## src/rtl/div_pkg.sv

```systemverilog
// Shared definitions for the sequential repeated-subtraction divider.
// Optional divide-by-zero flagging is enabled with the DIV_ZERO_CHK_EN macro.
package div_pkg;

   localparam int unsigned DIV_WIDTH = 16;

   typedef enum logic [2:0] {
      ST_IDLE = 3'd0,
      ST_LD_A = 3'd1,
      ST_LD_B = 3'd2,
      ST_CALC = 3'd3,
      ST_DONE = 3'd4
   } div_state_t;

endpackage

```

## src/rtl/div_datapath.sv

```systemverilog
// Divider datapath: remainder and divisor registers, quotient counter,
// subtractor and the compare flags consumed by the control FSM.
module div_datapath
   import div_pkg::*;
#(
   parameter int unsigned WIDTH = DIV_WIDTH
) (
   input  logic             clk,
   input  logic             rst_n,
   input  logic             i_ld_a,
   input  logic             i_ld_b,
   input  logic             i_sub,
   input  logic             i_q_ones,
   input  logic [WIDTH-1:0] i_data,
   output logic [WIDTH-1:0] o_q,
   output logic [WIDTH-1:0] o_r,
   output logic             o_ge,
   output logic             o_eqz
);

   logic [WIDTH-1:0] r_r;
   logic [WIDTH-1:0] r_b;
   logic [WIDTH-1:0] r_q;
   logic [WIDTH-1:0] w_diff;

   assign w_diff = r_r - r_b;
   assign o_ge   = (r_r >= r_b);
   assign o_eqz  = (r_b == '0);
   assign o_q    = r_q;
   assign o_r    = r_r;

   always_ff @(posedge clk or negedge rst_n) begin
      if (!rst_n) begin
         r_r <= '0;
         r_b <= '0;
         r_q <= '0;
      end else begin
         if (i_ld_a) begin
            r_r <= i_data;
            r_q <= '0;
         end else if (i_sub) begin
            r_r <= w_diff;
            r_q <= r_q + 1'b1;
         end else if (i_q_ones) begin
            r_q <= '1;
         end
         if (i_ld_b) begin
            r_b <= i_data;
         end
      end
   end

endmodule

```

## src/rtl/div_seq.sv

```systemverilog
// Sequential repeated-subtraction divider: FSM control around div_datapath.
// Define DIV_ZERO_CHK_EN to flag a zero divisor and saturate the quotient.
module div_seq
   import div_pkg::*;
#(
   parameter int unsigned WIDTH = DIV_WIDTH
) (
   input  logic             clk,
   input  logic             rst_n,
   input  logic             start,
   input  logic [WIDTH-1:0] data_in,
   output logic [WIDTH-1:0] quotient,
   output logic [WIDTH-1:0] remainder,
   output logic             done,
   output logic             busy,
   output logic             div_by_zero
);

   div_state_t r_state;
   div_state_t w_next;

   logic w_ld_a;
   logic w_ld_b;
   logic w_sub;
   logic w_q_ones;
   logic w_dbz_set;
   logic w_ge;
   logic w_eqz;

   div_datapath #(.WIDTH(WIDTH)) u_dp (
      .clk      (clk),
      .rst_n    (rst_n),
      .i_ld_a   (w_ld_a),
      .i_ld_b   (w_ld_b),
      .i_sub    (w_sub),
      .i_q_ones (w_q_ones),
      .i_data   (data_in),
      .o_q      (quotient),
      .o_r      (remainder),
      .o_ge     (w_ge),
      .o_eqz    (w_eqz)
   );

   always_ff @(posedge clk or negedge rst_n) begin
      if (!rst_n) begin
         r_state <= ST_IDLE;
      end else begin
         r_state <= w_next;
      end
   end

   always_comb begin
      w_next    = r_state;
      w_ld_a    = 1'b0;
      w_ld_b    = 1'b0;
      w_sub     = 1'b0;
      w_q_ones  = 1'b0;
      w_dbz_set = 1'b0;
      case (r_state)
         ST_IDLE: begin
            if (start) w_next = ST_LD_A;
         end
         ST_LD_A: begin
            w_ld_a = 1'b1;
            w_next = ST_LD_B;
         end
         ST_LD_B: begin
            w_ld_b = 1'b1;
            w_next = ST_CALC;
         end
         ST_CALC: begin
            // Zero guard is checked first so CALC can never loop on B==0.
            if (w_eqz) begin
               w_next = ST_DONE;
`ifdef DIV_ZERO_CHK_EN
               w_q_ones  = 1'b1;
               w_dbz_set = 1'b1;
`endif
            end else if (w_ge) begin
               w_sub = 1'b1;
            end else begin
               w_next = ST_DONE;
            end
         end
         ST_DONE: begin
            if (!start) w_next = ST_IDLE;
         end
         default: w_next = ST_IDLE;
      endcase
   end

   assign done = (r_state == ST_DONE);
   assign busy = (r_state == ST_LD_A) || (r_state == ST_LD_B) || (r_state == ST_CALC);

`ifdef DIV_ZERO_CHK_EN
   logic r_dbz;

   always_ff @(posedge clk or negedge rst_n) begin
      if (!rst_n) begin
         r_dbz <= 1'b0;
      end else if (w_ld_a) begin
         r_dbz <= 1'b0;
      end else if (w_dbz_set) begin
         r_dbz <= 1'b1;
      end else if ((r_state == ST_DONE) && (w_next != ST_DONE)) begin
         r_dbz <= 1'b0;
      end
   end

   assign div_by_zero = r_dbz;
`else
   logic w_dbz_unused;
   assign w_dbz_unused = w_dbz_set;
   assign div_by_zero  = 1'b0;
`endif

endmodule

```

## config.mk

```make
export PLATFORM = sky130hd
export DESIGN_NAME = div_seq
export DESIGN_NICKNAME = d
export VERILOG_FILES = /design/src/rtl/div_pkg.sv /design/src/rtl/div_datapath.sv /design/src/rtl/div_seq.sv
export SDC_FILE = /design/constraint.sdc
export NUM_CORES = 1
export LEC_CHECK = 0
export BUFFER_PORTS_ARGS = -buffer_cell sky130_fd_sc_hd__buf_2
export CAP_MARGIN = 20
export CORE_MARGIN = 2
export CORE_UTILIZATION = 56
export DETAILED_ROUTE_END_ITERATION = 12
export HOLD_SLACK_MARGIN = 0.02
export PLACE_DENSITY = 0.8
export SLEW_MARGIN = 0
export SYNTH_ARGS = -nofsm -noshare
export SYNTH_HDL_FRONTEND = slang
export SYNTH_HIERARCHICAL = 1
export SYNTH_SLANG_ARGS = --single-unit
export TNS_END_PERCENT = 100
```

## constraint.sdc

```tcl
create_clock -name clk -period 3.8 [get_ports clk]
set_input_delay 0.19 -clock clk [delete_from_list [all_inputs] [get_ports clk]]
set_output_delay 0.19 -clock clk [all_outputs]
set_load 0.005 [all_outputs]
```

======== Yosys cells after proc, flatten, opt, wreduce, memory -nomap -nowiden ========
Cells that the tools add are included.
storage, ports and cells
  input port bits ......................... 19
  memory bits (writable) .................. 0
  word-level logic and storage cells ...... 34
  bits in latches ......................... 0
  memory bits (read-only) ................. 0
  memories ................................ 0
  register bits ........................... 51
  output and inout bits ................... 35
operators by class
  bitwise operators ....................... 0
  reduce and logical (&&, ||, !) cells .... 6
  equality and inequality tests ........... 7
  order comparisons ....................... 1
  add/subtract/negate cells ............... 2
  shift operators ......................... 0
  multiplexer cells ....................... 14
  multipliers ............................. 0
  div/mod/pow operators ................... 0
operators by type and width
  kind                                                                    number
  16-bit two-way mux                                                      4
  16-bit by 1-bit adder with 16-bit output (second input constant)        1
  16-bit >= comparator                                                    1
  16-bit logical NOT                                                      1
  16-bit subtractor                                                       1
  3-bit one-hot mux with 5 select lines                                   1
  3-bit two-way mux                                                       4
  3-bit by 2-bit equality test with 1-bit output (second input constant)  2
  1-bit two-way mux                                                       5
  2-bit != test (second input constant)                                   2
  3-bit by 1-bit equality test with 1-bit output (second input constant)  1
  3-bit equality test (second input constant)                             1
  3-bit logical NOT                                                       1
  3-bit != test (second input constant)                                   1
  3-bit AND reduction                                                     1
  1-bit logical OR                                                        2
  2-bit nonzero test                                                      1

======== Longest topological paths before layout ========
  depth in word-level cells ............... 6
  mapped depth ............................ 16
  depth with buffers taken out ............ 15

======== Cells and area by module ========
Netlist, hierarchy kept.
by module, submodules not included
  module        cells each  area an instance (sq um)  seq. area each (sq um)  times used
  div_datapath  326         2956.6                    1201.2                  1
  div_seq       18          182.7                     75.1                    1

======== Least setup slack after synthesis ========
Ideal clock, no wire load.
  path kind ............................... flip-flop to flip-flop
  start ................................... reg u_dp.r_r[0], in the netlist u_dp/o_r[0]
  end ..................................... reg u_dp.r_q[12], in the netlist u_dp/o_q[12]
  data arrival time ....................... 3.350 ns
  required time ........................... 3.668 ns
  stages on the path, launching flop included .. 17
  library setup time ...................... 0.132 ns
  clock period less this slack ............ 3.482 ns
  setup slack ............................. 0.318 ns
  buffers on the path ..................... 2
  path through ............................ dfrtp_1 > inv_1 > ha_1 > fa_1 > nor2b_1 > o21ai_1 > nand2_1 > a41oi_1 > o41ai_1 > a311o_1 > nand2b_1 > nor4bb_1 > clkbuf_1 > clkbuf_1 > nand4_1 > a21oi_1 > nor2_1
between the ends
  word-level cells in the longest chain between the ends .. 5
RTL lines
  item                          RTL line            source
  from (decl)                   div_datapath.sv:21  logic [WIDTH-1:0] r_r;
  from (signal assigned)        div_datapath.sv:39  r_r <= i_data;
  from (signal assigned)        div_datapath.sv:42  r_r <= w_diff;
  16-bit >= comparator          div_datapath.sv:27  assign o_ge = (r_r >= r_b);
  named net w_ge                div_seq.sv:27       logic w_ge;
  1-bit two-way mux             div_seq.sv:79       end else if (w_ge) begin
  1-bit two-way mux             div_seq.sv:73       if (w_eqz) begin
  1-bit two-way mux             div_seq.sv:59       case (r_state)
  named net w_sub               div_seq.sv:24       logic w_sub;
  2-bit nonzero test (no line)  --
  to (signal assigned)          div_datapath.sv:43  r_q <= r_q + 1'b1;
  to (decl)                     div_datapath.sv:23  logic [WIDTH-1:0] r_q;
The timed path passes the listed nets, and every way through them passes these cells.
A chain may end at the register's enable or synchronous reset.

======== Worst setup path in the final report ========
  start ................................... reg u_dp.r_r[0], in the netlist u_dp/o_r[0]
  end ..................................... reg u_dp.r_q[13], in the netlist u_dp/o_q[13]
Same word-level chain as after synthesis.

==> implementation parameters <==
Parameter                              Value

Floorplanning
  Die area    0.006220 mm²
  Die height    just under 80 µm
  Number of I/O pins    between 50 and 60
  Total core area    0.005473 mm²
  Standard-cell row count    27
  Die Width    roughly 79 µm
  Effective utilization at floorplan    57.36%

Worst setup path
  Cell-by-cell listing of the critical path    inv_1 > ha_1 > fa_1 > nor2b_1 > o21ai_1 > nand2_1 > a41oi_1 > o41ai_1 > a311o_1 > nand2b_1 > nor4bb_4 > buf_12 > and2_2 > and4_1 > nor3_1 > a211oi_1
  Register-to-register path setup slack    0.18 ns
  Crit-path slowest cell    fa_1
  CP max stage delay    0.41 ns
  Setup crit start kind    flip-flop
  Arrival @ worst endpoint    3.83 ns
  Required time of the critical path    around 4.0 ns
  Startpoint of the most critical register-to-register path    u_dp/o_r[0]
  Maximum fanout encountered on the critical timing path    31
  Sort of element at the end of the critical path    flip-flop
  End of the worst register-to-register path    u_dp/o_q[13]
  Kind of critical path    flip-flop to flip-flop
  Length in cells of the worst reg-to-reg path    16

Timing
  Highest Clock Rate    0.2765 GHz
  Slew Limit Fails    0
  Final setup violation count    0
  RSZ-0062 raised after global routing    false
  Measured slew at the worst slew-check pin    0.5203 ns
  Crit share post-route    95.17%
  Minimum period implied by the final worst setup slack    3.616 ns
  Endpoints failing hold    0
  Final-layout worst hold slack    just under 0.1 ns
  Worst slew margin    64.99%
  TNS Setup    0 ns
  Final worst setup slack    0.1836 ns
  Final clock skew    0.003354 ns

Detailed routing
  First-pass iteration count of the detailed router    6
  Post-detailed-routing wire length    7.300 mm
  Total vias in the final route    2794
  DRC violation count after routing    0
  WL per Instance    15.43 µm
  Starting DRT DRC Count    between 200 and 250
  Post-DR vias/cell    between 5 and 6
  Antenna Nets Post-Route    0

Min path
  Worst hold path type    input pin to flip-flop
  Worst Hold Path Cells    3
  Hold endpoint    u_dp/r_b[5]
  Hold Crit Start    data_in[5]

Power and ir drop
  Internal Dissipation    2.144 mW
  Power share of the combinational group    63.4%
  Clock share of power    between 9 and 10%
  Leakage power    between 1.5 and 2 nW
  Total net switching power    1.857 mW
  Pwr Density    1091 mW/mm²
  Final Power    4.001 mW
  Switching portion of total power    approximately 46%
  Worst IR drop on VDD    0.5335 mV
  Sequential Power Share    roughly a quarter

Global routing
  Met2 routing resource usage after global routing    39.66%
  All-layer global routing usage    24.28%
  Via count of the first global-routing pass    2634
  GR Util met1    between 30% and 40%
  Total grt overflow    0
  Layer with the highest usage    met2
  Global Route met3 Usage    approximately 5%
  Wire length of the first global-routing pass    around 12 mm
  Pin count of the biggest net entering global routing    52
  Antenna violations before repair    0

Synth
  Share of flip-flops with an asynchronous set or reset after synthesis    100.0%
  Area of the mapped netlist    0.003139 mm²
  EDFF count, synth    0
  Total of flip-flops plus latches after synthesis    51
  Total number of yosys warnings    6
  Sequential area share after synthesis    slightly above 40%
  Average footprint of a synthesized cell    9.126 µm²
  Dominant register cell in the synthesized netlist    dfrtp_1
  Number of distinct library cells after synthesis    57
  Gate count after technology mapping    344

Cells and area
  Highest-count cells in the layout ignoring fill and taps    52 x buf_2, 51 x dfrtp_1, 35 x nand2_1
  Leading cell type in the layout, fill and taps excluded    buf_2
  Filler instances    around 460
  Ant diodes    0
  Syn-to-layout area delta    16.78%
  Fraction of layout instances using a drive strength above 1    21.20%
  Final Net Count    437

CTS
  H-tree Lvls    2
  Number of sinks on the clock net    51
  Number of buffers between clock root and the deepest sink    2
  Clock latency of the later-clocked register in the worst-skew pair    around 0.30 ns
  Clock Pin Slew Worst Setup and Hold Paths    0.09 ns
  Clock Root Buffer    clkbuf_8
  TritonCTS clock tree    done
  Number of buffers created by CTS    5
  Post CTS Setup Buffer Count    0

Placement
  Placer's final routability congestion estimate    0.8612
  Pre-CTS setup slack    roughly 0.22 ns
  HPWL after detailed placement    a little over 5 mm
  Number of buffer cells added on primary ports    52

Job
  Number of violations of the max-capacitance limit    0

Run status
  Status    completed
## worst max-delay path, delay by kind of cell (launching register included)
kind            cells  cell delay (ns)
simple gates        7             1.32
buf+inv             2             0.29
fa+ha+maj           2             0.63
compound gates      5             0.95
flops               1             0.35
## sequential cells by signal, summed over array words and instances, names as in the netlist
name and flops:
r_state 3, u_dp/r_b 16, u_dp/o_r 16, u_dp/o_q 16
## per-layer routing
layer  share of wire (%)  wire length [µm]
met4                 1.6               116
met3                 6.1               442
met2                  47              3454
met1                  45              3287
met5                   0                 0
## cells by family (layout without fill, tap and decap cells)
kind of cell	count (synthesis)	count (layout)	share of synthesized area, %
adders and majority gates	18	18	7.413
other	1	5	0.1195
muxes	6	6	2.033
and+or+nand+nor	104	104	16.86
DFF	51	51	40.65
xor gates and xnor gates	12	12	3.348
AOI/OAI and AO/OA	117	117	25.15
buffers and inverters	35	88	4.424
## power groups by stage
stage          clock network [mW]  registers (mW)  logic [mW]
3_3_place_gp                    0            1.06        2.44
6_report                    0.398            1.07        2.54
2_1_floorplan                   0            1.04        1.83
5_1_grt                     0.432            1.11        2.81
4_1_cts                     0.406            1.07        2.52
3_5_place_dp                    0            1.07        2.48
## synthesized netlist by cell type, types with 6 or more instances
cell      instances  share of area [%]
nor2_1           19                2.3
ha_1             17                6.8
inv_1            21                2.5
nand3_1           6               0.96
a21oi_1          27                4.3
nand2_1          35                4.2
a22oi_1           8                1.9
xor2_1            7                2.0
clkbuf_1         10                1.2
o21a_1            7                1.7
nand2b_1          6                1.2
a311oi_1          7                2.0
nor2b_1           7                1.4
dfrtp_1          51                 41
o21ai_0          30                4.8
a211oi_1         11                2.6
## layout make-up
cell class | count | area (µm²) | area share, %
Timing Repair Buffer | 59 | 340.3 | 9.283
Sequential cell | 51 | 1276 | 34.81
Multi-Input combinational cell | 262 | 1763 | 48.09
Tap cell | 72 | 90.09 | 2.457
Inverter | 21 | 78.83 | 2.150
Clock buffer | 6 | 82.58 | 2.253
Clock inverter | 2 | 35.03 | 0.9556
## how the worst max path moves through the flow
stage	start	end	slack [ns]
2_1_floorplan	u_dp/o_r[0]	u_dp/o_q[12]	0.32
3_3_place_gp	u_dp/o_r[0]	u_dp/o_q[13]	0.39
3_5_place_dp	u_dp/o_r[0]	u_dp/o_q[13]	0.22
4_1_cts	u_dp/o_r[0]	u_dp/o_q[13]	0.17
5_1_grt	u_dp/r_b[0]	u_dp/o_q[13]	0.01
6_report	u_dp/o_r[0]	u_dp/o_q[13]	0.18
## timing repair
item / 4_1_cts / 5_1_grt
setup endpoints to repair: 0 / 2
resized for setup: 0 / 1
hold buffers: 0 / 1
endpoints found under the hold margin: 0 / 10
## metrics by stage
| stage | std cells | instance area (µm²) | util (%) |
|---|---|---|---|
| final | 473 | 3666 | 66.99 |
| after global routing | 473 | 3666 | 66.99 |
| after CTS | 471 | 3635 | 66.42 |
| after detailed placement | 463 | 3517 | 64.27 |
| after global placement | 463 | 3517 | 64.27 |
| after floorplan | 348 | 3154 | - |
(Power assumes the default switching activity.)
